## src/rtl/fwd_hazard_unit_if.sv

```systemverilog
// Bundle of the EX-stage forwarding/hazard signals shared between the
// pipeline control (master) and fwd_hazard_unit (slave).
interface fwd_hazard_unit_if #(
    parameter int unsigned NSRC = 2,
    parameter int unsigned NSTG = 2,
    parameter int unsigned REGW = 5
);
    localparam int unsigned SELW = $clog2(NSTG + 1);

    logic [NSRC*REGW-1:0] src_reg;
    logic [NSRC-1:0]      src_valid;
    logic [NSTG*REGW-1:0] stg_dest;
    logic [NSTG-1:0]      stg_wen;
    logic [NSTG-1:0]      stg_ldpend;
    logic                 mem_wait;
    logic [NSRC*SELW-1:0] fwd_sel;
    logic                 stall;
    logic [31:0]          hit_cnt;
    logic [31:0]          stall_cnt;

    modport master (
        output src_reg, src_valid, stg_dest, stg_wen, stg_ldpend, mem_wait,
        input  fwd_sel, stall, hit_cnt, stall_cnt
    );

    modport slave (
        input  src_reg, src_valid, stg_dest, stg_wen, stg_ldpend, mem_wait,
        output fwd_sel, stall, hit_cnt, stall_cnt
    );
endinterface

```

## src/rtl/fwd_hazard_unit.sv

```systemverilog
// Forwarding/hazard unit beside the EX stage: per-operand youngest-producer
// forwarding select, load-use hazard detection and an LDLAT-cycle hold FSM.
// Optional performance counters are built when FWD_PERF_EN is defined;
// otherwise hit_cnt/stall_cnt read constant zero.
module fwd_hazard_unit #(
    parameter int unsigned NSRC  = 2,
    parameter int unsigned NSTG  = 2,
    parameter int unsigned REGW  = 5,
    parameter int unsigned LDLAT = 1
) (
    input  logic                CLK,
    input  logic                RST,
    fwd_hazard_unit_if.slave    bus
);
    localparam int unsigned SELW = $clog2(NSTG + 1);
    localparam int unsigned CNTW = (LDLAT > 1) ? $clog2(LDLAT) : 1;

    typedef enum logic [0:0] {
        IDLE = 1'b0,
        HOLD = 1'b1
    } state_e;

    state_e               state_q, state_d;
    logic [CNTW-1:0]      cnt_q, cnt_d;
    logic [NSRC-1:0]      found;
    logic [NSRC*SELW-1:0] sel_raw;
    logic                 hazard;
    logic                 stall_int;

    // Youngest matching producer per operand; hazard if that producer's load is pending.
    always_comb begin
        found   = '0;
        sel_raw = '0;
        hazard  = 1'b0;
        for (int unsigned i = 0; i < NSRC; i++) begin
            for (int unsigned s = 0; s < NSTG; s++) begin
                if (!found[i] &&
                    bus.src_valid[i] &&
                    bus.stg_wen[s] &&
                    (bus.stg_dest[s*REGW +: REGW] == bus.src_reg[i*REGW +: REGW]) &&
                    (bus.src_reg[i*REGW +: REGW] != '0)) begin
                    found[i]                 = 1'b1;
                    sel_raw[i*SELW +: SELW]  = SELW'(s + 1);
                    if (bus.stg_ldpend[s]) begin
                        hazard = 1'b1;
                    end
                end
            end
        end
    end

    assign stall_int   = (state_q == HOLD) || hazard;
    assign bus.stall   = !RST && stall_int;
    assign bus.fwd_sel = RST ? '0 : sel_raw;

    // Hold FSM next state; mem_wait freezes both state and count.
    // Detection cycle counts as the first stall cycle, so HOLD is left on the
    // decrement that reaches zero, giving LDLAT stall cycles in total.
    always_comb begin
        state_d = state_q;
        cnt_d   = cnt_q;
        case (state_q)
            IDLE: begin
                if (hazard && !bus.mem_wait) begin
                    cnt_d = CNTW'(LDLAT - 1);
                    if (LDLAT > 1) begin
                        state_d = HOLD;
                    end
                end
            end
            HOLD: begin
                if (!bus.mem_wait) begin
                    cnt_d = cnt_q - CNTW'(1);
                    if (cnt_q == CNTW'(1)) begin
                        state_d = IDLE;
                    end
                end
            end
            default: begin
                state_d = IDLE;
                cnt_d   = '0;
            end
        endcase
    end

    // Hold FSM registers, asynchronously cleared.
    always_ff @(posedge CLK or posedge RST) begin
        if (RST) begin
            state_q <= IDLE;
            cnt_q   <= '0;
        end else begin
            state_q <= state_d;
            cnt_q   <= cnt_d;
        end
    end

`ifdef FWD_PERF_EN
    logic [31:0] hit_cnt_q, hit_cnt_d;
    logic [31:0] stall_cnt_q, stall_cnt_d;
    logic [31:0] nhit;

    // Count forwarded operands on advancing cycles and stall cycles on unfrozen cycles.
    always_comb begin
        nhit        = '0;
        hit_cnt_d   = hit_cnt_q;
        stall_cnt_d = stall_cnt_q;
        for (int unsigned i = 0; i < NSRC; i++) begin
            if (sel_raw[i*SELW +: SELW] != '0) begin
                nhit = nhit + 32'd1;
            end
        end
        if (!bus.mem_wait) begin
            if (stall_int) begin
                stall_cnt_d = stall_cnt_q + 32'd1;
            end else begin
                hit_cnt_d = hit_cnt_q + nhit;
            end
        end
    end

    // Performance counter registers, wrapping at 2^32.
    always_ff @(posedge CLK or posedge RST) begin
        if (RST) begin
            hit_cnt_q   <= '0;
            stall_cnt_q <= '0;
        end else begin
            hit_cnt_q   <= hit_cnt_d;
            stall_cnt_q <= stall_cnt_d;
        end
    end

    assign bus.hit_cnt   = hit_cnt_q;
    assign bus.stall_cnt = stall_cnt_q;
`else
    assign bus.hit_cnt   = '0;
    assign bus.stall_cnt = '0;
`endif

endmodule
```

## src/flat_wrapper.sv

```systemverilog
// flat-port wrapper written by rule: the top's interface ports become plain ports
module fwd_hazard_unit_flat 
#(
    parameter int unsigned NSRC  = 2,
    parameter int unsigned NSTG  = 2,
    parameter int unsigned REGW  = 5,
    parameter int unsigned LDLAT = 1
)
  (CLK, RST, bus_src_reg, bus_src_valid, bus_stg_dest, bus_stg_wen, bus_stg_ldpend, bus_mem_wait, bus_fwd_sel, bus_stall, bus_hit_cnt, bus_stall_cnt);
  fwd_hazard_unit_if #(.NSRC(NSRC), .NSTG(NSTG), .REGW(REGW)) bus_i ();
  input  logic CLK;
  input  logic RST;
  input wire logic [$bits(bus_i.src_reg)-1:0] bus_src_reg;
  input wire logic [$bits(bus_i.src_valid)-1:0] bus_src_valid;
  input wire logic [$bits(bus_i.stg_dest)-1:0] bus_stg_dest;
  input wire logic [$bits(bus_i.stg_wen)-1:0] bus_stg_wen;
  input wire logic [$bits(bus_i.stg_ldpend)-1:0] bus_stg_ldpend;
  input wire logic [$bits(bus_i.mem_wait)-1:0] bus_mem_wait;
  output wire logic [$bits(bus_i.fwd_sel)-1:0] bus_fwd_sel;
  output wire logic [$bits(bus_i.stall)-1:0] bus_stall;
  output wire logic [$bits(bus_i.hit_cnt)-1:0] bus_hit_cnt;
  output wire logic [$bits(bus_i.stall_cnt)-1:0] bus_stall_cnt;
  assign bus_i.src_reg = bus_src_reg;
  assign bus_i.src_valid = bus_src_valid;
  assign bus_i.stg_dest = bus_stg_dest;
  assign bus_i.stg_wen = bus_stg_wen;
  assign bus_i.stg_ldpend = bus_stg_ldpend;
  assign bus_i.mem_wait = bus_mem_wait;
  assign bus_fwd_sel = bus_i.fwd_sel;
  assign bus_stall = bus_i.stall;
  assign bus_hit_cnt = bus_i.hit_cnt;
  assign bus_stall_cnt = bus_i.stall_cnt;
  fwd_hazard_unit #(.NSRC(NSRC), .NSTG(NSTG), .REGW(REGW), .LDLAT(LDLAT)) u_core (.CLK(CLK), .RST(RST), .bus(bus_i));
endmodule
```

## config.mk

```make
export PLATFORM = sky130hd
export DESIGN_NAME = fwd_hazard_unit_flat
export DESIGN_NICKNAME = d
export VERILOG_FILES = /design/src/rtl/fwd_hazard_unit_if.sv /design/src/rtl/fwd_hazard_unit.sv /design/src/flat_wrapper.sv
export SDC_FILE = /design/constraint.sdc
export NUM_CORES = 1
export LEC_CHECK = 0
export BUFFER_PORTS_ARGS = -buffer_cell sky130_fd_sc_hd__buf_2
export CORE_ASPECT_RATIO = 1.5
export CORE_UTILIZATION = 37
export CTS_CLUSTER_DIAMETER = 50
export DETAILED_ROUTE_END_ITERATION = 10
export PLACE_DENSITY = 0.87
export SETUP_SLACK_MARGIN = 0.02
export SLEW_MARGIN = 0
export SYNTH_ARGS = -nofsm -noshare
export SYNTH_HDL_FRONTEND = slang
export SYNTH_SLANG_ARGS = --single-unit
```

## constraint.sdc

```tcl
create_clock -name CLK -period 2.4 [get_ports CLK]
set_input_delay 0.24 -clock CLK [delete_from_list [all_inputs] [get_ports CLK]]
set_output_delay 0.24 -clock CLK [all_outputs]
set_load 0.02 [all_outputs]
```

==> metrics <==
worst setup path start=bus_src_reg[6]; Clk pwr share=0.272; synth-to-layout area growth=-1.98%; Clock Latency Late Sink=230 ps; Fill cells=254; DRT iter0 DRCs=7; Yosys top cell area share=0.544; crit path kind=in2out; GRT Total Usage=0.116; Post-CTS Repair Setup Buffers=0; Final setup viols=0; n_diodes=0; worst hold slack=371 ps; Core ar.=2230 um2; commonest non-fill, non-tap cell in the layout=conb_1; crit end category=output pin; final core utilization=0.388; setup TNS=0 ps; clock buffer depth=2; 1st-pass router iterations=4; hold path cells=3; routed wire length=1490 um; Starting Density=0.396; CP max FO=3; maximum vdd drop=0.000170 V; Hold Startpoint=bus_mem_wait; commonest cells after routing, fill and taps aside=conb_1, buf_2, xnor2_1; Reg power frac=0.121; # nets final=183; clock slew at reported path FFs=30 ps; Post-Syn Instances=116; IO Port Bufs=33; Worst Setup EP=bus_stall; Critical Path RT=2160 ps; final hold violation count=0; number of global-route vias before repair=565; drt drc=0; TritonCTS buffer count=3; status=finished clean; share of cells above drive strength 1=0.257; total die area=2590 um2; post-synth top area cell=buf_4; Tcrit/Tclk final=0.866; Cell Pwr Density=324 nW/um2; root buffer cell=clkbuf_4; critical path startpoint category=input pin; Comb power frac=0.607; Seq/Total Area, Yosys=0.0567; number of antenna-violating nets in the routed design=0; synthesized area per cell=7.62 um2; cts repair resizes=0; Reg2Reg Launch Point=u_core.state_q; drt wl/cell=8.54 um; Sequential Area=50.0 um2; I/O pins=98; clock skew=1.97 ps; H-tree level count=1; Pwr Total=280 uW; first-pass GRT wire length=2190 um; sw power=147 uW; Hold Path Class=in2reg; Placer Congestion=0.847; sw frac=0.524; CTS tree=yes; Unique masters post-synth=21; Slew Viols, Final=0; Detail Placement HPWL=1410 um; r2r endpoint=u_core.cnt_q; global route overflow=0; Lkg Pwr=0.477 nW; total clock sinks=2; die height=61.8 um; RSZ-0062 raised after global routing=false; Yosys warnings=0; Final min period=2080 ps; Die X=41.9 um; Worst EP arrival=1840 ps; R2R setup slack=1580 ps; vias per inst=3.85; largest net degree at the start of global routing=7; antenna violations before repair=0; Area contributors post-synth=buf_4, xnor2_1, dfrtp_1; max cap viols=0; vias=674; area of the multi-input gates=586 um2; row cnt=21; R2R depth=2; Internal=134 uW; synthesized cell area=883 um2; fmax=481 MHz; register bit count reported by yosys=2
[how the worst min path moves through the flow]
stage | end | slack, ps
CTS | u_core.cnt_q | 370
global route | u_core.cnt_q | 370
global placement | u_core.cnt_q | 140
floorplan | u_core.cnt_q | -20
detailed placement | u_core.state_q | 150
finish | u_core.cnt_q | 370
[cell type report]
type	instances	share of cell area
sequential	2	0.0578
tap	23	0.0332
clock buffer	3	0.0260
inverter	1	0.00434
timing repair buffer	34	0.202
multi-input combinational	112	0.676
[worst max-delay path: stages]
cell and delay (ps):
buf_2 120, or4_1 530, o21ai_1 200, nor3_1 120
o21a_1 200, a211oi_2 220, nor2_1 60, buf_2 150
[power by group through the flow]
| stage | Sequential, mW | Combinational (mW) | Clock (mW) |
|---|---|---|---|
| detailed placement | 0.0343 | 0.168 | 0 |
| finish | 0.0340 | 0.170 | 0.0762 |
| global placement | 0.0343 | 0.166 | 0 |
| CTS | 0.0340 | 0.169 | 0.0807 |
| global route | 0.0339 | 0.187 | 0.0872 |
| floorplan | 0.0343 | 0.207 | 0 |
[timing repair]
| action | CTS | global route |
|---|---|---|
| hold endpoints to repair | 2 | 0 |
| endpoints found under the setup margin | 0 | 0 |
| hold buffers | 1 | 0 |
[cell usage after synthesis]
cell,count
inv_1,1
nor2b_1,1
o22ai_1,1
or4_1,2
buf_4,64
o22a_2,1
nand2_1,4
or3_2,1
xnor2_1,20
o21a_1,1
or3_1,1
o21ai_1,2
and2_1,1
nor4_1,2
nand4_1,4
nor3_1,4
a211oi_2,1
nor2_1,1
nand2b_1,1
conb_1,1
dfrtp_1,2
[metal layers]
metal  part of all wire  global-route usage  up-vias
met1               0.33               0.115      279
met2               0.50               0.203       70
met4              0.022              0.0783        0
met5                  0                   0        -
li1                   -                   -      321
met3               0.14              0.0434        4
[metrics by stage]
stage | std cells | setup slack (ps) | area, um2
floorplan | 179 | 566 | 1120
global placement | 171 | 343 | 833
detailed placement | 171 | 316 | 833
CTS | 175 | 311 | 866
global route | 175 | 186 | 866
finish | 175 | 321 | 866
[cell families after synthesis]
kind of cell | after synthesis | synth area share
buffers and inverters | 65 | 0.548
XOR/XNOR | 20 | 0.198
flip-flops | 2 | 0.0567
AO/OA/AOI/OAI | 6 | 0.0524
AND/OR/NAND/NOR | 22 | 0.140
other | 1 | 0.00425
[flip-flops by register name, indices dropped and copies added (netlist names)]
| name | count |
|---|---|
| u_core.state_q | 1 |
| u_core.cnt_q | 1 |
Note: power is estimated with default switching activity, not from simulation.
